===== src/rtl/sine_phase_scheduler.sv =====
// sine_phase_scheduler
// Two-channel sine generator sharing one quarter-wave ROM. The ROM has a
// 1-cycle read latency. A fixed 3-cycle frame (S_A, S_B, S_UPD) serves
// channel A, then channel B, then advances both phase accumulators.
// Each ROM word is folded into the full wave:
//   - the address is mirrored in odd quadrants;
//   - the data is inverted about full scale in the lower half-wave.
module sine_phase_scheduler #(
    parameter int PHASE_W = 16,
    parameter int ADDR_W  = 7,
    parameter int DATA_W  = 10
) (
    input  logic               clk,
    input  logic               rst_n,
    input  logic               enable,
    input  logic               sync,
    input  logic [PHASE_W-1:0] tune_a,
    input  logic [PHASE_W-1:0] tune_b,
    output logic [ADDR_W-1:0]  rom_addr,
    input  logic [DATA_W-1:0]  rom_data,
    output logic [DATA_W-1:0]  sample_a,
    output logic [DATA_W-1:0]  sample_b,
    output logic               valid_a,
    output logic               valid_b
);

    // Frame sequencer states.
    typedef enum logic [1:0] {
        S_IDLE = 2'd0,
        S_A    = 2'd1,
        S_B    = 2'd2,
        S_UPD  = 2'd3
    } state_t;

    // Full scale (all ones), mid scale (idle/reset output level) and last
    // table entry (the mirror point).
    localparam logic [DATA_W-1:0] FULL_SCALE = {DATA_W{1'b1}};
    localparam logic [DATA_W-1:0] MID_SCALE  = {1'b1, {(DATA_W-1){1'b0}}};
    localparam logic [ADDR_W-1:0] ADDR_MAX   = {ADDR_W{1'b1}};

    // Mirrors the table index in quadrants 1 and 3, so the quarter table is
    // walked backwards on the falling side of each half-wave.
    function automatic logic [ADDR_W-1:0] fold_addr(
        input logic [1:0]        q,
        input logic [ADDR_W-1:0] idx
    );
        if (q[0]) begin
            return ADDR_MAX - idx;
        end else begin
            return idx;
        end
    endfunction

    // Inverts the table word about full scale in quadrants 2 and 3 (the
    // negative half-wave). FULL_SCALE >= any word, so this cannot underflow.
    function automatic logic [DATA_W-1:0] fold_out(
        input logic [1:0]        q,
        input logic [DATA_W-1:0] data
    );
        if (q[1]) begin
            return FULL_SCALE - data;
        end else begin
            return data;
        end
    endfunction

    state_t              r_state;
    state_t              w_state_next;

    logic [PHASE_W-1:0]  r_phase_a;
    logic [PHASE_W-1:0]  r_phase_b;
    logic [1:0]          r_q_a;
    logic [1:0]          r_q_b;

    logic [1:0]          w_q_a;
    logic [1:0]          w_q_b;
    logic [ADDR_W-1:0]   w_idx_a;
    logic [ADDR_W-1:0]   w_idx_b;

    logic                w_cap_q_a;
    logic                w_cap_q_b;
    logic                w_load_a;
    logic                w_load_b;

    // Quadrant is the top two phase bits; the table index is the next
    // ADDR_W bits. The low phase bits only provide fractional resolution.
    assign w_q_a   = r_phase_a[PHASE_W-1 -: 2];
    assign w_q_b   = r_phase_b[PHASE_W-1 -: 2];
    assign w_idx_a = r_phase_a[PHASE_W-3 -: ADDR_W];
    assign w_idx_b = r_phase_b[PHASE_W-3 -: ADDR_W];

    // State register; reset abandons any frame in progress.
    always_ff @(posedge clk or negedge rst_n) begin
        if (!rst_n) begin
            r_state <= S_IDLE;
        end else begin
            r_state <= w_state_next;
        end
    end

    // Next-state, ROM address and per-state strobes.
    // rom_addr is decoded only from registered state and phases, so it
    // cannot glitch after an edge.
    always_comb begin
        w_state_next = r_state;
        rom_addr     = {ADDR_W{1'b0}};
        w_cap_q_a    = 1'b0;
        w_cap_q_b    = 1'b0;
        w_load_a     = 1'b0;
        w_load_b     = 1'b0;
        case (r_state)
            S_IDLE: begin
                rom_addr = {ADDR_W{1'b0}};
                if (enable) begin
                    w_state_next = S_A;
                end else begin
                    w_state_next = S_IDLE;
                end
            end
            S_A: begin
                rom_addr     = fold_addr(w_q_a, w_idx_a);
                w_cap_q_a    = 1'b1;
                w_state_next = S_B;
            end
            S_B: begin
                // ROM data for channel A arrives here; channel B is
                // addressed in the same cycle.
                rom_addr     = fold_addr(w_q_b, w_idx_b);
                w_cap_q_b    = 1'b1;
                w_load_a     = 1'b1;
                w_state_next = S_UPD;
            end
            S_UPD: begin
                // Hold B's address; channel B data is returned in this cycle.
                rom_addr = fold_addr(w_q_b, w_idx_b);
                w_load_b = 1'b1;
                if (enable) begin
                    w_state_next = S_A;
                end else begin
                    w_state_next = S_IDLE;
                end
            end
            default: begin
                rom_addr     = {ADDR_W{1'b0}};
                w_state_next = S_IDLE;
            end
        endcase
    end

    // Phase accumulators advance once per frame on the S_UPD exit edge.
    // sync overrides the tuning add; the carry out of the MSB is discarded.
    always_ff @(posedge clk or negedge rst_n) begin
        if (!rst_n) begin
            r_phase_a <= {PHASE_W{1'b0}};
            r_phase_b <= {PHASE_W{1'b0}};
        end else if (w_load_b) begin
            if (sync) begin
                r_phase_a <= {PHASE_W{1'b0}};
                r_phase_b <= {PHASE_W{1'b0}};
            end else begin
                r_phase_a <= r_phase_a + tune_a;
                r_phase_b <= r_phase_b + tune_b;
            end
        end else begin
            r_phase_a <= r_phase_a;
            r_phase_b <= r_phase_b;
        end
    end

    // Remember each channel's quadrant while its ROM read is in flight,
    // so the inversion matches the address that was issued.
    always_ff @(posedge clk or negedge rst_n) begin
        if (!rst_n) begin
            r_q_a <= 2'd0;
            r_q_b <= 2'd0;
        end else begin
            if (w_cap_q_a) begin
                r_q_a <= w_q_a;
            end else begin
                r_q_a <= r_q_a;
            end
            if (w_cap_q_b) begin
                r_q_b <= w_q_b;
            end else begin
                r_q_b <= r_q_b;
            end
        end
    end

    // Channel A output register and its one-cycle valid strobe.
    always_ff @(posedge clk or negedge rst_n) begin
        if (!rst_n) begin
            sample_a <= MID_SCALE;
            valid_a  <= 1'b0;
        end else begin
            valid_a <= w_load_a;
            if (w_load_a) begin
                sample_a <= fold_out(r_q_a, rom_data);
            end else begin
                sample_a <= sample_a;
            end
        end
    end

    // Channel B output register and its one-cycle valid strobe.
    always_ff @(posedge clk or negedge rst_n) begin
        if (!rst_n) begin
            sample_b <= MID_SCALE;
            valid_b  <= 1'b0;
        end else begin
            valid_b <= w_load_b;
            if (w_load_b) begin
                sample_b <= fold_out(r_q_b, rom_data);
            end else begin
                sample_b <= sample_b;
            end
        end
    end

endmodule


===== config.mk =====
export PLATFORM = sky130hd
export DESIGN_NAME = sine_phase_scheduler
export DESIGN_NICKNAME = d
export VERILOG_FILES = /design/src/rtl/sine_phase_scheduler.sv
export SDC_FILE = /design/constraint.sdc
export NUM_CORES = 1
export LEC_CHECK = 0
export BUFFER_PORTS_ARGS = -buffer_cell sky130_fd_sc_hd__buf_2
export CORE_MARGIN = 5
export CORE_UTILIZATION = 55
export DETAILED_ROUTE_END_ITERATION = 12
export HOLD_SLACK_MARGIN = 0.05
export PLACE_DENSITY = 0.79
export RECOVER_POWER = 50
export SLEW_MARGIN = 25
export SYNTH_ARGS = -nofsm -noshare
export SYNTH_HDL_FRONTEND = slang
export SYNTH_SLANG_ARGS = --single-unit
export TNS_END_PERCENT = 100

===== constraint.sdc =====
create_clock -name clk -period 3.7 [get_ports clk]
set_input_delay 0.74 -clock clk [delete_from_list [all_inputs] [get_ports clk]]
set_output_delay 0.74 -clock clk [all_outputs]
set_load 0.01 [all_outputs]

# After elaboration in Yosys (flattened, before gate mapping)
# Index checks and enable logic that the tools add are counted.
# totals
regBits,60
input_bits,46
elab_cells,32
# classes
add_sub_neg,5
n_eq_ne,3
muxes,12
n_reduce_logical,3
# op_table
operator,count
$add A16 B16 Y16,2
$mux W16,2
$pmux W7 S3,1
$mux W10,2
$mux W7,2
$sub A7 B7 Y7 const A,2
$sub A10 B10 Y10 const A,1
$pmux W2 S3,1
$eq A2 B2 Y1 const B,2
$mux W1,4
$reduce_or A2 Y1,2
$eq A2 B1 Y1 const B,1
$logic_not A2 Y1,1

# Logic depth before layout (Yosys ltp)
# logic_depth
word_depth,3
mapped_depth,9
depth_no_buf,9

# Worst setup path after synthesis
# Ideal clock, no wire load.
# synth_path
path_kind,input to register
startpoint,input tune_b[6]
endpoint,register r_phase_b[15]
setup_time_ns,0.069
arrival_time_ns,2.639
path_slack_ns,0.992
cell_stages,7
n_path_buf,0
path_cell_list,ha_1 -> and2_1 -> a22o_1 -> o31ai_1 -> mux2_4 -> or4_1 -> nand3_1
# synth_between
elab_chain_len,2
# synth_rtl
element,line_no,source
start: declaration,18,"input logic [PHASE_W-1:0] tune_b,"
$add A16 B16 Y16,162,r_phase_b <= r_phase_b + tune_b;
$mux W16,157,if (sync) begin
end signal: assignment,159,r_phase_b <= {PHASE_W{1'b0}};
end signal: assignment,162,
end signal: assignment,166,r_phase_b <= r_phase_b;
end: declaration,71,logic [PHASE_W-1:0] r_phase_b;
# Every way passes these cells.
# A chain may end at the register's enable or synchronous reset.

# Worst setup path after layout
# layout_path
startpoint,register r_state[0]
endpoint,output rom_addr[0]
# layout_between
elab_chain_len,3
elab_cells_between_ends,6
cone_classes,3 x eq/ne; 1 x mux; 2 x reduce/logical
# layout_rtl
element,line_no,source
start: declaration,67,state_t r_state;
start signal: assignment,97,r_state <= w_state_next;
$eq A2 B2 Y1,111,case (r_state)
$reduce_or A2 Y1 (no source line),-,
$pmux W7 S3 (*),111,
end: declaration,19,"output logic [ADDR_W-1:0] rom_addr,"
# Every way passes the cells marked *; elsewhere a longest branch is shown, timed or not.

==> metrics.md <==
| Metric | Value |
|---|---|
| Seq pwr share | 30.0% |
| Post-DP Area | 0.004402 mm2 |
| Syn_nets | 495 |
| Crit path cell chain | inv_1 > ha_1 > buf_4 > or2_1 > a22oi_1 > nor2_1 > buf_2 |
| R2r setup slk | 1120 ps |
| Worst slew pin tran | 1380 ps |
| Syn Area/Cell | 9.525 um2 |
| Slew HR | 7.978% |
| RSZ-0062 raised after global routing | no |
| Main synth FF type | dfrtp_1 |
| Min Tclk post-route | 2727 ps |
| Share of the synthesized area in the top cell type | 35.62% |
| CP endpoint kind | primary output |
| Total I/O pin count | 75 |
| CTS Hold Buffers Added | 0 |
| DR iter-0 viols | 223 |
| Die area | 0.008943 mm2 |
| Synth area leaders | dfrtp_1 (36%), ha_1 (11%), xnor2_1 (6.0%), xor2_1 (4.5%), a21oi_1 (4.3%) |
| Fin crit share | 73.70% |
| DR pass1 iterations | 4 |
| Path depth of the worst reg2reg path | 7 |
| Status | finished, final reports clean |
| Highest Clock Rate | 366.7 MHz |
| Worst-case clock buffer depth | 2 |
| Vias in the first global route | 3,344 |
| Area Growth Syn to Fin | 17.11% |
| # diodes | 0 |
| Slew Viols, Final | 0 |
| Crit path to | rom_addr[0] |
| Hold Path Class | input port to asynchronous set/reset pin |
| Worst Clk Skew | 4.961 ps |
| CTS tree | built |
| Routability cong. | 0.9119 |
| Sw power | 0.001687 W |
| Number of synthesized flops with an enable pin | 0 |
| NumNets Final | 568 |
| Crit start category | register |
| Switching share of power | 43.09% |
| Total clock sinks | 58 |
| CORE AREA | 0.006869 mm2 |
| Post-synthesis sequential area ratio | 36.96% |
| Crit path launch | r_state[0]$_DFF_PN0_ |
| DR vias/cell | 5.917 |
| WP buf/inv | 3 |
| Num CTS Buffers | 9 |
| Fin Setup TNS | 0 ps |
| Final wirelength | 9619 um |
| Crit path max-delay cell type | dfrtp_1 |
| Cells after DPL | 571 |
| Aggregate global routing overflow | 0 |
| Max-cap violations | 0 |
| Gate power share | 53.4% |
| Setup CP Type | register to primary output |
| Final ANT Viol Nets | 0 |
| Setup violations, final | 0 |
| Crit path DAT | 1990 ps |
| Reg clk slew, reported paths | 70 ps |
| RR Startpoint | r_phase_b[8]$_DFFE_PN0P_ |
| Most frequent cells in the layout | buf_2 (73), dfrtp_1 (56), nor2_1 (44) |
| Pleak | 2.244 nW |
| Largest net degree at the start of global routing | 31 |
| Levels on crit path | 7 |
| Worst EP required | 2960 ps |
| Worst skew pair latency | 350 ps |
| Area of the mapped netlist | 0.003934 mm2 |
| VDD IR max | 0.4051 mV |
| Input/output buffers | 74 |
| Htree depth | 3 |
| Top layer in use | met4 |
| Synth unique cells | 58 |
| Layout cells sized above 1 | 20.57% |
| Worst reg2reg path endpoint | r_phase_b[15]$_DFFE_PN0P_ |
| Vias | 3,473 |
| Residual DRC count | 0 |
| Wire per inst | 16.39 um |
| P_int | 0.002229 W |
| Largest delay share family, worst path | buffers and inverters |
| Design area | 0.004607 mm2 |
| Area leader, netlist | dfrtp_1 |
| Met3 routed wirelength | 497 um |
| Crit-path max FO | 24 |
| Clk pwr share | 16.7% |
| Final Hold Fails | 0 |
| Ys async rst share | 100.0% |
| Root Driver | clkbuf_8 |
| Pwr/cell area | 850.1 mW/mm2 |
| HPWL Detailed | 7150 um |
| Die Y | 94.57 um |
| Starting Density | 57.27% |
| WL met1 | 4376 um |
| Synth warn | 0 |
| Rows | 30 |
| Post-CTS Resized | 0 |
| DIE WIDTH | 94.57 um |
| Initial antenna violation count | 0 |
| First-pass GRT wire length | 15,960 um |
| Syn Inst Count | 413 |
| Met2 WL post-DR | 4562 um |
| Most common cell after layout, fill and taps aside | buf_2 |
| Setup Fix Bufs, Post-CTS | 0 |
| CP peak stage delay | 380 ps |
| Util after Layout | 67.07% |
| Cell Count, Final, Fillers Out | 587 |
| GRT Total Usage | 22.83% |
| #FFs+latches synth | 58 |
-- power by group through the flow --
stage          clock (W)  sequential (W)  combinational [W]
6_report        0.000652         0.00117            0.00209
5_1_grt         0.000696         0.00122            0.00233
4_1_cts         0.000663         0.00117            0.00209
3_5_place_dp           0         0.00118            0.00206
3_3_place_gp           0         0.00117            0.00201
2_1_floorplan          0         0.00113            0.00156
-- layout make-up --
class                      instances  area, um2
multi-input combinational        323       2360
clock inverter                     7      93.84
clock buffer                       9      123.9
timing repair buffer              80      402.9
inverter                          14      52.55
tap                               96      120.1
sequential                        58       1454
fill                             593       2262
-- state kept, by name, indices dropped and copies added, names as in the netlist --
signal and flops:
r_q_b 1, sample_a 10, r_phase_a 16, valid_b 1
r_state 2, sample_b 10, r_q_a 1, valid_a 1
r_phase_b 16
-- layer usage --
layer  up-vias  GRT usage, %
li1       1674             -
met4         0         10.70
met3        17         3.825
met1      1688         31.06
met2        94         35.58
met5         -             0
-- metrics by stage --
step / hold slack [ps] / worst slack (ps) / total power [W]
finish: 429.7 / 973.2 / 0.003916
CTS: 273.5 / 962.2 / 0.003924
global placement: 468.5 / 813.8 / 0.003179
detailed placement: 471.9 / 695.0 / 0.003247
global route: 499.8 / 842.0 / 0.004243
floorplan: 444.4 / 992.1 / 0.002693
-- synth_stat cells, types with 3 or more instances --
cell type and count:
dfrtp_1 56, nor2_1 44, a21oi_1 34, ha_1 34, xnor2_1 27, nand2_1 22, xor2_1 20, a22o_1 15
clkbuf_1 15, a21o_1 13, inv_1 13, o21ai_1 9, nor2b_1 8, a22oi_1 7, a211oi_1 6, a221o_1 6
o21a_1 6, a31oi_1 5, nand3_1 5, nand4_1 4, o21ai_0 4, o32ai_1 4, a211o_1 3, buf_1 3
or3_1 3
-- cells by family (layout without fill, tap and decap cells) --
| logic type | count (synthesis) | count (layout) | synth area share [%] |
|---|---|---|---|
| multiplexers | 3 | 3 | 0.9540 |
| adder cells (fa/ha/maj) | 36 | 36 | 11.83 |
| buffers and inverters | 32 | 110 | 3.053 |
| XOR/XNOR | 47 | 47 | 10.46 |
| flip-flops | 58 | 58 | 36.96 |
| AO/OA/AOI/OAI | 138 | 138 | 25.06 |
| AND/OR/NAND/NOR | 99 | 99 | 11.67 |
-- worst register-to-register path, delay by kind of cell (launching register included) --
| kind | cells | cell delay [ps] |
|---|---|---|
| AO/OA/AOI/OAI | 3 | 1230 |
| flip-flops | 1 | 420 |
| adder cells (fa/ha/maj) | 1 | 370 |
| multiplexers | 1 | 270 |
| AND/OR/NAND/NOR | 2 | 170 |
-- worst min-delay path by stage --
stage,from,to,slack [ps],depth (start not counted)
after floorplan,rst_n,r_phase_a[0]$_DFFE_PN0P_,440,0
after global placement,r_phase_b[3]$_DFFE_PN0P_,r_phase_b[3]$_DFFE_PN0P_,470,2
after detailed placement,r_phase_b[3]$_DFFE_PN0P_,r_phase_b[3]$_DFFE_PN0P_,470,2
after CTS,rst_n,r_phase_b[2]$_DFFE_PN0P_,270,1
after global routing,rst_n,r_phase_b[0]$_DFFE_PN0P_,500,1
final,rst_n,r_phase_b[2]$_DFFE_PN0P_,430,1
(Power assumes the default switching activity.)
